**src/rtl/baser_257b_transcoder.sv**
```systemverilog
// ---------------------------------------------------------------------------
// baser_257b_transcoder
//
// Transmit-side 256b/257b transcoder. Four consecutive 66b BASE-R blocks are
// collected and packed into one 257b transcoded block. Each group is
// classified as all-data, mixed-control or error.
//
// Ports:
//   clk               single clock
//   i_rst             synchronous active-high reset
//   i_tx_coded        66b block, [1:0] sync header, [65:2] payload
//   i_valid/o_ready   input beat handshake
//   o_tx_xcoded       257b transcoded block
//   o_valid/i_ready   output handshake
//   o_block_count     groups formed
//   o_data_count      all-data groups
//   o_ctrl_count      groups with at least one control block
//   o_inv_block_count error groups
//
// Configuration:
//   BASER_257B_TX_COUNTERS_EN  defined   -> the four group counters are built
//                              undefined -> counter outputs tied to zero
// ---------------------------------------------------------------------------
module baser_257b_transcoder #(
    parameter int DATA_WIDTH    = 64,
    parameter int HDR_WIDTH     = 2,
    parameter int FRAME_WIDTH   = DATA_WIDTH + HDR_WIDTH,
    parameter int TC_DATA_WIDTH = 4 * DATA_WIDTH,
    parameter int TC_WIDTH      = TC_DATA_WIDTH + 1
) (
    input  logic                   clk,
    input  logic                   i_rst,
    input  logic [FRAME_WIDTH-1:0] i_tx_coded,
    input  logic                   i_valid,
    output logic                   o_ready,
    output logic [TC_WIDTH-1:0]    o_tx_xcoded,
    output logic                   o_valid,
    input  logic                   i_ready,
    output logic [31:0]            o_block_count,
    output logic [31:0]            o_data_count,
    output logic [31:0]            o_ctrl_count,
    output logic [31:0]            o_inv_block_count
);

    localparam int DW = DATA_WIDTH;

    // Legal 64b/66b control block type field values.
    function automatic logic type_ok(input logic [7:0] t);
        case (t)
            8'h1E, 8'h2D, 8'h33, 8'h4B, 8'h55, 8'h66, 8'h78, 8'h87,
            8'h99, 8'hAA, 8'hB4, 8'hCC, 8'hD2, 8'hE1, 8'hFF: type_ok = 1'b1;
            default:                                          type_ok = 1'b0;
        endcase
    endfunction

    logic [1:0]             slot_q, slot_d;
    logic [FRAME_WIDTH-1:0] slot_reg_q [0:2];
    logic [TC_WIDTH-1:0]    xcoded_q, xcoded_d;
    logic                   valid_q, valid_d;

    logic                   accept;
    logic                   load;

    logic [FRAME_WIDTH-1:0] blk     [0:3];
    logic [DATA_WIDTH-1:0]  pay     [0:3];
    logic [3:0]             is_data;
    logic [3:0]             is_ctrl;
    logic                   all_data;
    logic                   any_invalid;
    logic [1:0]             first_ctrl;
    logic [TC_DATA_WIDTH-1:0] payload_cat;
    logic [TC_DATA_WIDTH-5:0] mixed_body;
    logic [TC_WIDTH-1:0]    enc;

    // The slot-3 beat is never stored: it is encoded straight from the input
    // together with the three stored beats.
    for (genvar gi = 0; gi < 4; gi++) begin : g_slot
        if (gi == 3) begin : g_live
            assign blk[gi] = i_tx_coded;
        end else begin : g_stored
            assign blk[gi] = slot_reg_q[gi];
        end
        assign pay[gi]     = blk[gi][FRAME_WIDTH-1:HDR_WIDTH];
        assign is_data[gi] = (blk[gi][HDR_WIDTH-1:0] == 2'b01);
        assign is_ctrl[gi] = (blk[gi][HDR_WIDTH-1:0] == 2'b10) && type_ok(pay[gi][7:0]);
    end

    assign payload_cat = {pay[3], pay[2], pay[1], pay[0]};
    assign all_data    = &is_data;
    assign any_invalid = |(~(is_data | is_ctrl));

    always_comb begin
        first_ctrl = 2'd0;
        for (int i = 3; i >= 0; i--) begin
            if (is_ctrl[i]) first_ctrl = 2'(i);
        end
    end

    // Mixed packing: the payload stream with the high nibble of the first
    // control block's type byte cut out (bits 4..7 of that block).
    always_comb begin
        case (first_ctrl)
            2'd0:    mixed_body = {payload_cat[TC_DATA_WIDTH-1:8],        payload_cat[3:0]};
            2'd1:    mixed_body = {payload_cat[TC_DATA_WIDTH-1:DW+8],     payload_cat[DW+3:0]};
            2'd2:    mixed_body = {payload_cat[TC_DATA_WIDTH-1:2*DW+8],   payload_cat[2*DW+3:0]};
            default: mixed_body = {payload_cat[TC_DATA_WIDTH-1:3*DW+8],   payload_cat[3*DW+3:0]};
        endcase
    end

    // Error groups carry mask 4'b1111, which a receiver can never accept as a
    // mixed group since at least one slot would have to be control.
    always_comb begin
        enc = '0;
        if (all_data) begin
            enc = {payload_cat, 1'b1};
        end else if (any_invalid) begin
            enc = {payload_cat[TC_DATA_WIDTH-5:0], 4'b1111, 1'b0};
        end else begin
            enc = {mixed_body, is_data, 1'b0};
        end
    end

    // Only the slot-3 beat can stall, and only behind a held output.
    assign o_ready = !((slot_q == 2'd3) && valid_q && !i_ready);
    assign accept  = i_valid && o_ready;
    assign load    = accept && (slot_q == 2'd3);

    always_comb begin
        slot_d   = slot_q;
        valid_d  = valid_q;
        xcoded_d = xcoded_q;
        if (accept) slot_d = slot_q + 2'd1;
        if (load) begin
            valid_d  = 1'b1;
            xcoded_d = enc;
        end else if (i_ready) begin
            valid_d  = 1'b0;
        end
    end

    always_ff @(posedge clk) begin
        if (i_rst) begin
            slot_q   <= 2'd0;
            valid_q  <= 1'b0;
            xcoded_q <= '0;
        end else begin
            slot_q   <= slot_d;
            valid_q  <= valid_d;
            xcoded_q <= xcoded_d;
        end
    end

    for (genvar gi = 0; gi < 3; gi++) begin : g_store
        always_ff @(posedge clk) begin
            if (i_rst) begin
                slot_reg_q[gi] <= '0;
            end else if (accept && (slot_q == 2'(gi))) begin
                slot_reg_q[gi] <= i_tx_coded;
            end
        end
    end

    assign o_tx_xcoded = xcoded_q;
    assign o_valid     = valid_q;

`ifdef BASER_257B_TX_COUNTERS_EN
    logic [31:0] block_cnt_q, data_cnt_q, ctrl_cnt_q, inv_cnt_q;

    always_ff @(posedge clk) begin
        if (i_rst) begin
            block_cnt_q <= 32'd0;
            data_cnt_q  <= 32'd0;
            ctrl_cnt_q  <= 32'd0;
            inv_cnt_q   <= 32'd0;
        end else if (load) begin
            block_cnt_q <= block_cnt_q + 32'd1;
            if (all_data)         data_cnt_q <= data_cnt_q + 32'd1;
            else if (any_invalid) inv_cnt_q  <= inv_cnt_q + 32'd1;
            else                  ctrl_cnt_q <= ctrl_cnt_q + 32'd1;
        end
    end

    assign o_block_count     = block_cnt_q;
    assign o_data_count      = data_cnt_q;
    assign o_ctrl_count      = ctrl_cnt_q;
    assign o_inv_block_count = inv_cnt_q;
`else
    assign o_block_count     = 32'd0;
    assign o_data_count      = 32'd0;
    assign o_ctrl_count      = 32'd0;
    assign o_inv_block_count = 32'd0;
`endif

endmodule

```
**config.mk**
```make
export PLATFORM = sky130hd
export DESIGN_NAME = baser_257b_transcoder
export DESIGN_NICKNAME = d
export VERILOG_FILES = /design/src/rtl/baser_257b_transcoder.sv
export SDC_FILE = /design/constraint.sdc
export NUM_CORES = 1
export LEC_CHECK = 0
export CORE_MARGIN = 3
export CORE_UTILIZATION = 53
export CTS_BUF_LIST = sky130_fd_sc_hd__clkbuf_8
export CTS_CLUSTER_DIAMETER = 60
export CTS_CLUSTER_SIZE = 28
export DETAILED_ROUTE_END_ITERATION = 6
export GPL_ROUTABILITY_DRIVEN = 1
export GPL_TIMING_DRIVEN = 0
export PLACE_DENSITY_LB_ADDON = 0.05
export SLEW_MARGIN = 25
export SYNTH_ARGS = -nofsm -noshare
export SYNTH_HDL_FRONTEND = slang
export SYNTH_SLANG_ARGS = --single-unit
```
**constraint.sdc**
```tcl
create_clock -name clk -period 3.6 [get_ports clk]
set_clock_uncertainty 0.15 [all_clocks]
set_input_delay 0.72 -clock clk [delete_from_list [all_inputs] [get_ports clk]]
set_output_delay 0.72 -clock clk [all_outputs]
set_load 0.01 [all_outputs]
```
==> results of run 1 <==
[area by class of cell]
| type | instances | area share, % |
|---|---|---|
| diodes | 1 | 0.00945 |
| inverters | 8 | 0.113 |
| multi-input cells | 1458 | 32.1 |
| repair buffers | 337 | 12.8 |
| plain buffers | 349 | 7.59 |
| flip-flops and latches | 458 | 42.1 |
| well taps | 518 | 2.45 |
| clock inverters | 26 | 1.16 |
| clock buffers | 32 | 1.66 |
[worst register-to-register path, stage by stage, from the launching register on]
cell and delay, ns:
edfxtp_1 0.41, clkbuf_4 0.21, nor2_1 0.15, a31oi_1 0.10, or4_1 0.48, a41o_1 0.28, a222oi_1 0.38, buf_4 0.22
and3_1 0.17, buf_6 0.18, buf_6 0.18, nand2_1 0.18, a311oi_1 0.30
[registers in the layout, indices dropped and copies added (netlist names)]
name	count
slot_reg_q	198
slot_q	2
o_tx_xcoded	257
o_valid	1
[synthesized netlist by cell type, types with 11 or more instances]
cell type | count | share of area (%)
nor4bb_1 | 37 | 1.8
edfxtp_1 | 198 | 28
nand2b_1 | 11 | 0.33
buf_2 | 23 | 0.55
clkbuf_1 | 174 | 3.1
buf_4 | 141 | 5.1
o21ai_0 | 14 | 0.33
dfxtp_1 | 260 | 25
a211oi_1 | 69 | 2.5
and3_1 | 203 | 6.1
nand2_1 | 249 | 4.5
mux2i_1 | 66 | 3.2
a311oi_1 | 189 | 7.9
nor2_1 | 271 | 4.9
nand3_1 | 134 | 3.2
[path summary, 6_finish.rpt]
| path | slack, ns | startpoint | cells after the start | to |
|---|---|---|---|---|
| max reg2reg | 0.13 | slot_reg_q[1][4] | 12 | o_tx_xcoded[130] |
| min reg2reg | 0.36 | o_tx_xcoded[57] | 2 | o_tx_xcoded[57] |
| min | 0.36 | o_tx_xcoded[57] | 2 | o_tx_xcoded[57] |
| max | 0.03 | i_tx_coded[6] | 13 | o_tx_xcoded[36] |
[where the power goes]
part	total, mW	switching [mW]	internal [mW]
Clock	3.02	2.03	0.995
Combinational	1.22	0.745	0.479
Sequential	5.81	0.153	5.66
[cell families (layout without fill, tap and decap cells)]
logic type / count (synthesis) / in the layout
and+or+nand+nor: 943 / 943
DFF: 458 / 458
buffers and inverters: 357 / 752
AOI/OAI and AO/OA: 316 / 316
muxes: 66 / 66
adders and majority gates: 4 / 4
other: 1 / 129
xor gates and xnor gates: 1 / 1
[layer usage]
layer / up-vias / share of wire [%] / wire length [um]
met3: 161 / 11 / 8100
li1: 8563 / - / -
met4: 0 / 3.8 / 2760
met5: - / 0 / 0
met2: 1132 / 45 / 32900
met1: 9143 / 40 / 28800
[what timing repair did]
item / in CTS / in global routing
buffers inserted: 1 / 3
hold buffers: 0 / 0
setup endpoints to repair: 252 / 245
resized for setup: 27 / 98
gates cloned: 0 / 0
pin swaps: 2 / 4
[through the flow]
step / instance area [um2] / instances / hold WS (ns) / utilization (%)
2_1_floorplan: 21400 / 2273 / 0.319 / -
3_3_place_gp: 25400 / 3119 / 0.329 / 65.3
3_5_place_dp: 25500 / 3124 / 0.342 / 65.6
4_1_cts: 26300 / 3183 / 0.359 / 67.7
5_1_grt: 26500 / 3187 / 0.378 / 68.2
6_report: 26500 / 3187 / 0.356 / 68.2
==> PnR_summary.wiki, run 1 <==
{| class="wikitable"
! Metric !! Value
|-
| Cell Pwr Density || 380 nW/um2
|-
| Clock latency reported for the late side of the worst-skew pair || 0.72 ns
|-
| Maximum net fanout on the critical path || 10
|-
| Count of nets after finishing || 2717
|-
| Area fraction in and, or, nand and nor cells after synthesis || 22.0%
|-
| Pre-CTS worst setup slack || -2.05 ns
|-
| CP bufs+invs || 5
|-
| Post-synthesis to final-layout area growth || 26.3%
|-
| Setup crit end kind || flop
|-
| Delay of the slowest cell on the worst path || 0.50 ns
|-
| Number of buffers added on ports || 328
|-
| Final Slew Violations || 0
|-
| Number of H-tree branching levels || 1
|-
| Count of filler cells inserted in the layout || 3080
|-
| Vias per Instance || 5.96
|-
| Main combinational cell family by area after synthesis || simple AND/OR/NAND/NOR gates
|-
| Share of the yosys chip area belonging to registers || 53.2%
|-
| Hold violation count in the final report || 0
|-
| Die Span Y || 205 um
|-
| Number of different library cells in the post-synthesis netlist || 50
|-
| Commonest cells after routing, fill and taps aside || clkdlybuf4s50_1 (326), nor2_1 (271), dfxtp_1 (260)
|-
| Setup Viol. Count Final || 0
|-
| Multi-input logic area || 8490 um2
|-
| Number of flops mapped to enable cells by yosys || 198
|-
| Grt ovf || 0
|-
| Leak || 10.5 nW
|-
| Number of max-capacitance violations reported || 0
|-
| Result of the run || completed
|-
| Netlist area before placement || 21000 um2
|-
| Met2 demand-to-capacity share in global routing || 51.4%
|-
| Core Box Area || 38800 um2
|-
| Gate count after technology mapping || 2146
|-
| Number of vias in the routed layout || 18999
|-
| CP Data Required Time || 4.09 ns
|-
| Top Family by Delay on Critical Path || compound AO/OA/AOI/OAI gates
|-
| Detailed Route WL || 72500 um
|-
| Prevailing post-synth register cell || dfxtp_1
|-
| Global-route layer with the greatest usage || met2
|-
| Initial cell density of the core || 54.0%
|-
| TritonCTS clock tree || yes
|-
| Total die area || 42000 um2
|-
| Classification of the worst setup path || in2reg
|-
| Synth Area in Adders || 0.239%
|-
| 1st-pass router iterations || 7
|-
| GR Util All Layers || 32.9%
|-
| Overall Power || 10.1 mW
|-
| Post-synthesis mux area share || 3.15%
|-
| Number of remaining DRC errors || 0
|-
| Yosys reg bits || 458
|-
| Rows || 72
|-
| Number of DRC markers after the initial detailed-route iteration || 2132
|-
| Achievable clock frequency || 280 MHz
|-
| Most common library cell in the layout ignoring fill and taps || clkdlybuf4s50_1
|-
| Layout cells sized above 1 || 10.4%
|-
| Die width || 205 um
|-
| Cell-by-cell listing of the critical path || clkdlybuf4s50_1 > buf_4 > nor4bb_1 > o21ai_0 > o221ai_1 > o311ai_2 > a222oi_1 > buf_4 > o211ai_1 > buf_4 > clkbuf_4 > nand3_1 > a311oi_2
|-
| Average wire per standard cell || 22.7 um
|-
| Clk sinks || 458
|-
| Worst hold path type || reg2reg
|-
| Via count of the first global-routing pass || 17680
|-
| Time the final worst path needs with I/O delays and setup || 3.57 ns
|-
| Antenna viol nets, final || 0
|-
| Async set or reset register ratio after synthesis || 0%
|-
| Average cell area after synthesis || 9.76 um2
|-
| Final RePlAce weighted congestion || 0.965
|-
| Post-route clock period utilization || 99.1%
|-
| Crit path arrival time || 4.05 ns
|-
| Final sum of negative setup slack || 0 ns
|-
| Total of warnings raised by yosys || 0
|-
| Clock buffer count from CTS || 31
|-
| Worst Max-Slew Pin Slew || 1.10 ns
|-
| Buffer cell driving the clock tree root || clkbuf_8
|-
| Maximum vdd drop || 0.000248 V
|-
| Detailed placement HPWL || 54100 um
|-
| Slowest stage cell, crit path || clkdlybuf4s50_1
|-
| Routing usage on met3 || 5.97%
|-
| Final worst-path setup slack || 0.0323 ns
|-
| Relative max-transition margin || 26.1%
|-
| Top-Level Pins || 457
|-
| Clock input transition at the sequential cells of the worst setup and hold paths || 0.14 ns
|-
| Number of antenna violations at the first check in global routing || 1
|-
| Global-route wire length before repair || 106000 um
|-
| Maximum number of pins on one net before global-route repair || 39
|-
| CTS Buffer Depth || 3
|-
| Synthesized-area fraction occupied by xor and xnor cells || 0.0418%
|-
| Area fraction in compound gates after synthesis || 12.2%
|-
| Setup repair after global routing missed its margin || yes
|-
| Crit-path most repeated cell || buf_4
|-
| Met1 capacity usage during global routing || 46.0%
|-
| Worst Setup Start Kind || primary input
|-
| FF/Latch Area || 11200 um2
|}
Note: power is estimated with default switching activity, not from simulation.
==> run 2, diff against run 1 <==
==> constraint.sdc (replaced) <==
create_clock -name clk -period 3.75 [get_ports clk]
set_clock_uncertainty 0.15 [all_clocks]
set_input_delay 0.75 -clock clk [delete_from_list [all_inputs] [get_ports clk]]
set_output_delay 0.75 -clock clk [all_outputs]
set_load 0.01 [all_outputs]
==> run 2 against run 1 <==
  * Critical path depth unchanged
  * Die area unchanged
  * Sequential power shrank 4.0%
  * Final area fell by 0.48%
  * Non-clock buffer count down 3
  * Combinational power down 4%
  * Sequential share of layout area is 0.20 points higher
  * Core utilization fell by 0.33 points
  * Global-route usage barely moved
  * Final cell count about the same
  * Total power down 4.0%
==> PnR_summary.wiki, run 2 (synthesized netlist as in run 1, its figures left out) <==
{| class="wikitable"
! Metric !! Value
|-
| Number of DRC markers after the initial detailed-route iteration || 2151 (+0.89%)
|-
| Hold violation count in the final report || 0 (unchanged)
|-
| Average wire per standard cell || 22.7 um (-0.15%)
|-
| Top-Level Pins || 457 (unchanged)
|-
| Time the final worst path needs with I/O delays and setup || 3.64 ns
|-
| Crit-path most repeated cell || clkbuf_4
|-
| Achievable clock frequency || 275 MHz
|-
| Maximum vdd drop || 0.000240 V (-3.3%)
|-
| Clock latency reported for the late side of the worst-skew pair || 0.72 ns (about the same)
|-
| GR Util All Layers || 32.8% (-0.038 points)
|-
| Clk sinks || 458 (unchanged)
|-
| Maximum number of pins on one net before global-route repair || 39 (unchanged)
|-
| Worst Max-Slew Pin Slew || 1.08 ns (-0.0219 ns)
|-
| Antenna viol nets, final || 0 (unchanged)
|-
| Final worst-path setup slack || 0.109 ns (+0.0770 ns)
|-
| Post-route clock period utilization || 97.1%
|-
| CTS Buffer Depth || 3 (unchanged)
|-
| Hold-fix buffer count after cts || 0 (unchanged)
|-
| Classification of the worst setup path || in2reg
|-
| Top Family by Delay on Critical Path || buffers and inverters
|-
| Crit path arrival time || 4.01 ns (-0.04 ns)
|-
| Count of nets after finishing || 2714 (-0.11%)
|-
| TritonCTS clock tree || yes
|-
| Post-synthesis to final-layout area growth || 25.7%
|-
| Relative max-transition margin || 27.9% (+1.7 points)
|-
| Detailed Route WL || 72300 um (-0.24%)
|-
| Core Box Area || 38800 um2 (unchanged)
|-
| Clock buffer count from CTS || 31 (unchanged)
|-
| Slowest stage cell, crit path || clkdlybuf4s50_1
|-
| Number of remaining DRC errors || 0 (unchanged)
|-
| Most common library cell in the layout ignoring fill and taps || clkdlybuf4s50_1
|-
| Vias per Instance || 5.92 (-0.65%)
|-
| Via count of the first global-routing pass || 17664 (-0.090%)
|-
| Rows || 72 (unchanged)
|-
| Layout cells sized above 1 || 9.87% (-0.51 points)
|-
| Number of max-capacitance violations reported || 0 (unchanged)
|-
| Maximum net fanout on the critical path || 10 (unchanged)
|-
| Number of antenna violations at the first check in global routing || 1 (unchanged)
|-
| CP Data Required Time || 4.11 ns (+0.02 ns)
|-
| Cell-by-cell listing of the critical path || clkdlybuf4s50_1 > clkbuf_4 > nor4bb_1 > o21ai_0 > o221ai_1 > o311ai_2 > a222oi_1 > buf_4 > nand3_1 > buf_2 > clkbuf_4 > mux2i_1 > a211oi_1
|-
| Worst Hold Slack || 0.356 ns (-0.00000300 ns)
|-
| Buffer cell driving the clock tree root || clkbuf_8
|-
| Die Span Y || 205 um (unchanged)
|-
| Worst hold path type || reg2reg
|-
| CP bufs+invs || 5 (unchanged)
|-
| Final Slew Violations || 0 (unchanged)
|-
| Global-route wire length before repair || 105000 um (about the same)
|-
| Setup Viol. Count Final || 0 (unchanged)
|-
| Setup crit end kind || flop
|-
| Result of the run || completed
|-
| Number of flip-flops under the largest register name || 257 (unchanged)
|-
| Clock input transition at the sequential cells of the worst setup and hold paths || 0.12 ns (-0.02 ns)
|-
| Detailed placement HPWL || 54100 um (unchanged)
|-
| Total instance count after detailed placement || 3124 (unchanged)
|-
| Number of H-tree branching levels || 1 (unchanged)
|-
| Pre-CTS worst setup slack || -1.93 ns (+0.120 ns)
|-
| Number of vias in the routed layout || 18857 (-0.75%)
|-
| Die width || 205 um (unchanged)
|-
| 1st-pass router iterations || 6 (-1)
|-
| Number of standard cells in the final layout excluding fillers || 3184 (-0.094%)
|-
| Total die area || 42000 um2 (unchanged)
|-
| Grt ovf || 0 (unchanged)
|-
| Final RePlAce weighted congestion || 0.965 (unchanged)
|-
| Number of buffers added on ports || 328 (unchanged)
|-
| Worst Setup Start Kind || primary input
|-
| Commonest cells after routing, fill and taps aside || clkdlybuf4s50_1 (327), nor2_1 (271), dfxtp_1 (260)
|-
| Initial cell density of the core || 54.0% (unchanged)
|-
| Final design utilization || 67.9% (-0.33 points)
|-
| Leak || 10.4 nW (-0.53%)
|-
| Delay of the slowest cell on the worst path || 0.50 ns (about the same)
|-
| Cell Pwr Density || 366 nW/um2 (-3.6%)
|}
## run 2: cell types whose count changed in the layout (fill, tap and decap cells not counted), sizes merged
cell           before  now
buf               187  182
clkbuf            203  205
clkdlybuf4s50     326  327
dlymetal6s2s        2    1
## run 2: final timing paths
kind                            depth (start not counted)          endpoint        startpoint  slack, ns
worst max-delay path                                   13  o_tx_xcoded[189]     i_tx_coded[6]       0.11
worst min-delay path                                    2   o_tx_xcoded[57]   o_tx_xcoded[57]       0.36
worst max register to register                         12  o_tx_xcoded[130]  slot_reg_q[1][4]       0.13
worst min register to register                          2   o_tx_xcoded[57]   o_tx_xcoded[57]       0.36
## run 2: timing repair
action | 4_1_cts | 5_1_grt
resized for setup | 21 | 60
pin swaps | 1 | 1
setup endpoints to repair | 252 | 245
setup buffers | 1 | 0
## run 2: power breakdown
part | switching [mW] | total [mW] | internal [mW]
combinational | 0.713 | 1.17 | 0.456
clock | 1.95 | 2.91 | 0.955
sequential | 0.146 | 5.58 | 5.43
## run 2: worst min-delay path, stage by stage, from the launching register on
cell and delay (ns):
dfxtp_1 0.33, nor2_1 0.10, a311oi_1 0.05
## run 2: final cells by class
| class | count | area [um2] |
|---|---|---|
| antenna | 1 | 2.50 |
| clock inverter | 26 | 307 |
| tap | 518 | 648 |
| clock buffer | 32 | 440 |
| fill | 3088 | 12500 |
| multi-input combinational | 1458 | 8460 |
| sequential | 458 | 11200 |
| inverter | 8 | 30.0 |
| buffer | 349 | 1940 |
| timing repair buffer | 334 | 3370 |
## run 2: routing by layer
layer	wire length, um	GRT usage, %	vias to the layer above
met5	0	0	-
met4	2680	12.0	0
met3	8220	6.25	146
met2	32700	51.2	1110
met1	28600	45.8	9038
li1	-	-	8563
## run 2: per-stage QoR
stage / setup TNS (ns) / total power [mW] / instance area [um2]
CTS: 0 / 9.59 / 26300
global placement: -676.54 / 6.78 / 25400
finish: 0 / 9.65 / 26300
global route: -0.0195 / 9.93 / 26300
floorplan: 0 / 6.29 / 21400
detailed placement: -399.06 / 6.81 / 25500
